<file path="src/rtl/loader_pkg.sv">
// Shared definitions for the boot-time program loader: FSM encoding,
// word geometry and the modulo-256 checksum helper.
package loader_pkg;

  typedef enum logic [2:0] {
    ST_IDLE  = 3'd0,
    ST_RECV  = 3'd1,
    ST_WRITE = 3'd2,
    ST_CHECK = 3'd3,
    ST_DONE  = 3'd4,
    ST_ERROR = 3'd5
  } state_t;

  localparam int         BYTES_PER_WORD = 4;
  localparam logic [3:0] WORD_EN_ALL    = 4'hF;

  function automatic logic [7:0] sum8(input logic [7:0] a, input logic [7:0] b);
    return a + b;
  endfunction

endpackage

</file>
<file path="src/rtl/word_assembler.sv">
// Packs accepted stream bytes little-endian into a 32-bit word and keeps
// the running modulo-256 byte sum used for the trailing checksum.
module word_assembler
  import loader_pkg::*;
(
  input  logic        i_clk,
  input  logic        i_rst,
  input  logic        i_accept,
  input  logic        i_clear,
  input  logic [7:0]  i_byte,
  output logic [31:0] o_word,
  output logic        o_word_full,
  output logic [7:0]  o_sum
);

  localparam logic [1:0] LAST_BYTE = 2'(BYTES_PER_WORD - 1);

  logic [1:0]  r_byte_idx;
  logic [31:0] r_word;
  logic [7:0]  r_sum;

  function automatic logic [31:0] insert_byte(input logic [31:0] word,
                                              input logic [1:0]  idx,
                                              input logic [7:0]  b);
    logic [31:0] res;
    res = word;
    case (idx)
      2'd0:    res[7:0]   = b;
      2'd1:    res[15:8]  = b;
      2'd2:    res[23:16] = b;
      2'd3:    res[31:24] = b;
      default: res = word;
    endcase
    return res;
  endfunction

  // Byte index wraps 3->0 on its own, so a finished word needs no explicit restart.
  always_ff @(posedge i_clk) begin
    if (i_rst) begin
      r_byte_idx <= 2'd0;
      r_word     <= 32'd0;
      r_sum      <= 8'd0;
    end else if (i_clear) begin
      r_byte_idx <= 2'd0;
      r_word     <= 32'd0;
      r_sum      <= 8'd0;
    end else if (i_accept) begin
      r_byte_idx <= r_byte_idx + 2'd1;
      r_word     <= insert_byte(r_word, r_byte_idx, i_byte);
      r_sum      <= sum8(r_sum, i_byte);
    end else begin
      r_byte_idx <= r_byte_idx;
      r_word     <= r_word;
      r_sum      <= r_sum;
    end
  end

  assign o_word      = r_word;
  assign o_word_full = i_accept && (r_byte_idx == LAST_BYTE);
  assign o_sum       = r_sum;

endmodule

</file>
<file path="src/rtl/program_loader.sv">
// Fills program memory from a ready/valid byte stream, verifies a trailing
// two's-complement checksum and only then releases the CPU core from reset.
module program_loader
  import loader_pkg::*;
#(
  parameter int ADDR_WIDTH = 12
) (
  input  logic                  sysclk,
  input  logic                  rst,
  input  logic                  start,
  input  logic [ADDR_WIDTH-2:0] num_words,
  input  logic [7:0]            byte_in,
  input  logic                  byte_valid,
  output logic                  byte_ready,
  output logic [ADDR_WIDTH-1:0] mem_wr_addr,
  output logic [31:0]           mem_wr_data,
  output logic [3:0]            mem_byte_w_en,
  output logic                  cpu_rst,
  output logic                  busy,
  output logic                  done,
  output logic                  error
);

  localparam logic [ADDR_WIDTH-2:0] CAPACITY = {1'b1, {(ADDR_WIDTH-2){1'b0}}};
  localparam logic [ADDR_WIDTH-2:0] IDX_ONE  = {{(ADDR_WIDTH-2){1'b0}}, 1'b1};
  localparam logic [ADDR_WIDTH-2:0] IDX_ZERO = {(ADDR_WIDTH-1){1'b0}};

  state_t                r_state;
  state_t                w_state_next;
  logic [ADDR_WIDTH-2:0] r_num_words;
  logic [ADDR_WIDTH-2:0] r_word_idx;
  logic [ADDR_WIDTH-1:0] r_mem_wr_addr;
  logic [31:0]           r_mem_wr_data;

  logic                  w_len_ok;
  logic                  w_start_ok;
  logic                  w_accept;
  logic                  w_word_full;
  logic                  w_enter_write;
  logic [31:0]           w_word;
  logic [7:0]            w_sum;
  logic [ADDR_WIDTH-2:0] w_idx_inc;

  word_assembler u_asm (
    .i_clk       (sysclk),
    .i_rst       (rst),
    .i_accept    (w_accept),
    .i_clear     (w_start_ok),
    .i_byte      (byte_in),
    .o_word      (w_word),
    .o_word_full (w_word_full),
    .o_sum       (w_sum)
  );

  assign w_len_ok      = (num_words != IDX_ZERO) && (num_words <= CAPACITY);
  assign w_accept      = (r_state == ST_RECV) && byte_valid;
  assign w_enter_write = (r_state == ST_RECV) && w_word_full;
  assign w_idx_inc     = r_word_idx + IDX_ONE;

  // State register.
  always_ff @(posedge sysclk) begin
    if (rst) begin
      r_state <= ST_IDLE;
    end else begin
      r_state <= w_state_next;
    end
  end

  // Next-state logic; start is honoured only outside a load.
  always_comb begin
    w_state_next = r_state;
    w_start_ok   = 1'b0;
    case (r_state)
      ST_IDLE, ST_DONE, ST_ERROR: begin
        if (start) begin
          if (w_len_ok) begin
            w_state_next = ST_RECV;
            w_start_ok   = 1'b1;
          end else begin
            w_state_next = ST_ERROR;
          end
        end else begin
          w_state_next = r_state;
        end
      end
      ST_RECV: begin
        if (w_word_full) begin
          w_state_next = ST_WRITE;
        end else begin
          w_state_next = ST_RECV;
        end
      end
      ST_WRITE: begin
        if (w_idx_inc == r_num_words) begin
          w_state_next = ST_CHECK;
        end else begin
          w_state_next = ST_RECV;
        end
      end
      ST_CHECK: begin
        if (byte_valid) begin
          if (sum8(w_sum, byte_in) == 8'd0) begin
            w_state_next = ST_DONE;
          end else begin
            w_state_next = ST_ERROR;
          end
        end else begin
          w_state_next = ST_CHECK;
        end
      end
      default: w_state_next = ST_IDLE;
    endcase
  end

  // Word index and memory-port registers; the port captures the word, including
  // its final byte, on the edge that enters WRITE so it is stable through WRITE.
  always_ff @(posedge sysclk) begin
    if (rst) begin
      r_num_words   <= IDX_ZERO;
      r_word_idx    <= IDX_ZERO;
      r_mem_wr_addr <= {ADDR_WIDTH{1'b0}};
      r_mem_wr_data <= 32'd0;
    end else begin
      if (w_start_ok) begin
        r_num_words <= num_words;
        r_word_idx  <= IDX_ZERO;
      end else if (r_state == ST_WRITE) begin
        r_num_words <= r_num_words;
        r_word_idx  <= w_idx_inc;
      end else begin
        r_num_words <= r_num_words;
        r_word_idx  <= r_word_idx;
      end
      if (w_enter_write) begin
        r_mem_wr_addr <= {r_word_idx[ADDR_WIDTH-3:0], 2'b00};
        r_mem_wr_data <= {byte_in, w_word[23:0]};
      end else begin
        r_mem_wr_addr <= r_mem_wr_addr;
        r_mem_wr_data <= r_mem_wr_data;
      end
    end
  end

  assign byte_ready    = (r_state == ST_RECV) || (r_state == ST_CHECK);
  assign mem_byte_w_en = (r_state == ST_WRITE) ? WORD_EN_ALL : 4'h0;
  assign mem_wr_addr   = r_mem_wr_addr;
  assign mem_wr_data   = r_mem_wr_data;
  assign cpu_rst       = (r_state != ST_DONE);
  assign busy          = (r_state == ST_RECV) || (r_state == ST_WRITE) || (r_state == ST_CHECK);
  assign done          = (r_state == ST_DONE);
  assign error         = (r_state == ST_ERROR);

endmodule

</file>
<file path="config.mk">
export PLATFORM = sky130hd
export DESIGN_NAME = program_loader
export DESIGN_NICKNAME = d
export VERILOG_FILES = /design/src/rtl/loader_pkg.sv /design/src/rtl/word_assembler.sv /design/src/rtl/program_loader.sv
export SDC_FILE = /design/constraint.sdc
export NUM_CORES = 1
export LEC_CHECK = 0
export ABC_AREA = 1
export BUFFER_PORTS_ARGS = -buffer_cell sky130_fd_sc_hd__buf_4
export CAP_MARGIN = 20
export CORE_UTILIZATION = 35
export DETAILED_ROUTE_END_ITERATION = 10
export GPL_ROUTABILITY_DRIVEN = 0
export GPL_TIMING_DRIVEN = 0
export SLEW_MARGIN = 20
export SYNTH_ARGS = -nofsm -noshare
export SYNTH_HDL_FRONTEND = slang
export SYNTH_HIERARCHICAL = 1
export SYNTH_SLANG_ARGS = --single-unit
</file>
<file path="constraint.sdc">
create_clock -name sysclk -period 2.6 [get_ports sysclk]
set_input_delay 0.26 -clock sysclk [delete_from_list [all_inputs] [get_ports sysclk]]
set_output_delay 0.26 -clock sysclk [all_outputs]
set_load 0.03 [all_outputs]
</file>
==> run summary <==
Dpl hpwl = 9.59 mm
TritonCTS clock tree = yes
Die extent in y = 121 um
Drt pass-1 iters = 5
Dpl cells = 960
Gate Count Post-Synth = 706
Mapped Area = 0.00498 mm^2
Clock root buffer = clkbuf_16
Layout Nets = 835
Reg clk slew, reported paths = 0.07 ns
Worst Setup Start Kind = flop
CP max FO = 10
Count of input and output buffers = 73
WP data arrival = 2.41 ns
First-pass GRT wire length = 21.2 mm
Clock buffer count from CTS = 9
Rel. slew slack = 63.7%
Power Density = 558 mW/mm^2
# rows = 43
CP endpoint kind = flop
Type of the tightest min-delay check = input port to flop
Clock Tree Buf Depth = 2
CP Class = flop to flop
Leak Pwr = 0.00286 uW
Final hold violations = 0
Max frequency = 460 MHz
CTS sink cnt = 101
Initial DRC count = 323
Largest net degree at the start of global routing = 18
Multi-input combinational cell area = 0.00253 mm^2
DIE WIDTH = 121 um
Run status = completed
Slew Limit Fails = 0
DR vias = 4629
Post-route clock period utilization = 83.6%
Hold slack = 0.133 ns
Layout cells sized above 1 = 19.3%
Worst Hold End = r_state[2]
Critical Path RT = 2.83 ns
GR Util All Layers = 18.8%
Synthesis warning total = 6
Hold buffer count at CTS = 0
Area Overhead vs Synth = 22.0%
Worst skew pair latency = 0.35 ns
Grt ovf = 0
Via/cell ratio = 4.74
Total of max-cap violations = 0
Slowest stage cell, crit path = dfxtp_1
Antenna violations before repair = 0
Htree depth = 3
Top delay family on crit path = simple AND/OR/NAND/NOR gates
DRC Markers = 0
Fill cell count = 1466
CP max stage delay = 0.30 ns
CORE AREA = 0.0139 mm^2
Bufs and invs on worst path = 5
WHS Path Cells = 2
Worst r2r src = r_state[1]
R2R depth = 11
Fin cells = 976
Post-CTS Setup Bufs = 0
Vias in the first global route = 4276
Clk_skew = 0.0127 ns
Hold Startpoint = start
Antenna Violating Nets Remaining = 0
Final Setup Violations = 0
VDD IR max = 337 uV
Crit-path cells = buf_4, nor4_1, buf_4, nand2_2, inv_2, nand2_1, nor2_4, inv_2, buf_2, nor2_1, nor2_1
Seq. cell area = 0.00202 mm^2
Initial Util = 35.9%
Crit path from = r_state[1]
Reg2reg end = mem_wr_data[8]
Final TNS setup = 0 ns
Post_cts resized = 0
Antenna diodes = 0
Avg Synthesized Cell Area = 7.06 um^2
Minimum clock period = 2.17 ns
Worst-margin pin slew = 0.544 ns
Die Area = 0.0147 mm^2
Worst reg-to-reg setup slack = 0.43 ns
RSZ-0062 raised after global routing = no
Routed WL = 13.1 mm
IO Count = 76
DR WL/cell = 13.4 um
-- final cells by class --
class                   instances  area share, %
clock buffers                  11           4.16
plain buffers                  32           3.01
repair buffers                 73           9.02
flip-flops and latches        101           33.3
multi-input cells             508           41.7
clock inverters                 5           1.07
inverters                      66           4.08
well taps                     180           3.71
-- worst max-delay path by stage --
stage	endpoint	slack, ns	cells past startpoint
4_1_cts	mem_wr_data[8]	0.35	11
3_5_place_dp	mem_wr_data[8]	0.38	11
3_3_place_gp	mem_wr_data[8]	0.37	11
5_1_grt	u_asm/o_sum[6]	0.18	12
2_1_floorplan	u_asm/o_sum[3]	0.71	13
6_report	mem_wr_data[8]	0.43	11
-- sequential cells by signal, summed over array words and instances (netlist names) --
name / cells
r_state: 3
r_word_idx: 11
u_asm/o_word: 24
mem_wr_data: 32
mem_wr_addr: 10
u_asm/o_sum: 8
r_num_words: 11
u_asm/r_byte_idx: 2
-- report_power, final --
part           switching (uW)  internal (uW)
registers                23.0           1580
logic                     229            136
clock network             612            811
-- layout by cell type, fill, tap and decap left out, types with 2 or more instances in the layout --
master,instances
xnor2_1,4
clkbuf_8,2
o21ai_1,29
or2_1,2
a21oi_1,45
ha_1,19
buf_4,83
nand2_2,9
nor3_1,5
nand4_1,7
nand3b_1,5
nand3_2,6
nor2_2,5
nor2_4,3
nand3_1,42
nor2_1,147
nand2_1,111
clkbuf_16,9
inv_1,53
clkbuf_1,7
inv_2,13
fa_1,2
buf_2,14
dfxtp_1,101
xor2_1,3
o21ai_0,53
inv_6,3
conb_1,2
-- layer usage --
layer / global-route usage (%) / wire (um)
met5: 0 / 0
met4: 6.40 / 241
met3: 4.70 / 587
met2: 31.2 / 6130
met1: 23.5 / 6140
-- per-stage QoR --
step	util (%)	setup slack (ns)	instance area [um^2]	total power, uW
after floorplan	-	0.709	4990	1880
after global routing	43.8	0.176	6080	3540
after detailed placement	41.5	0.378	5760	2000
after global placement	41.5	0.370	5760	2000
final	43.8	0.426	6080	3390
after CTS	43.8	0.349	6080	3440
Power figures use the tool's default switching activity.
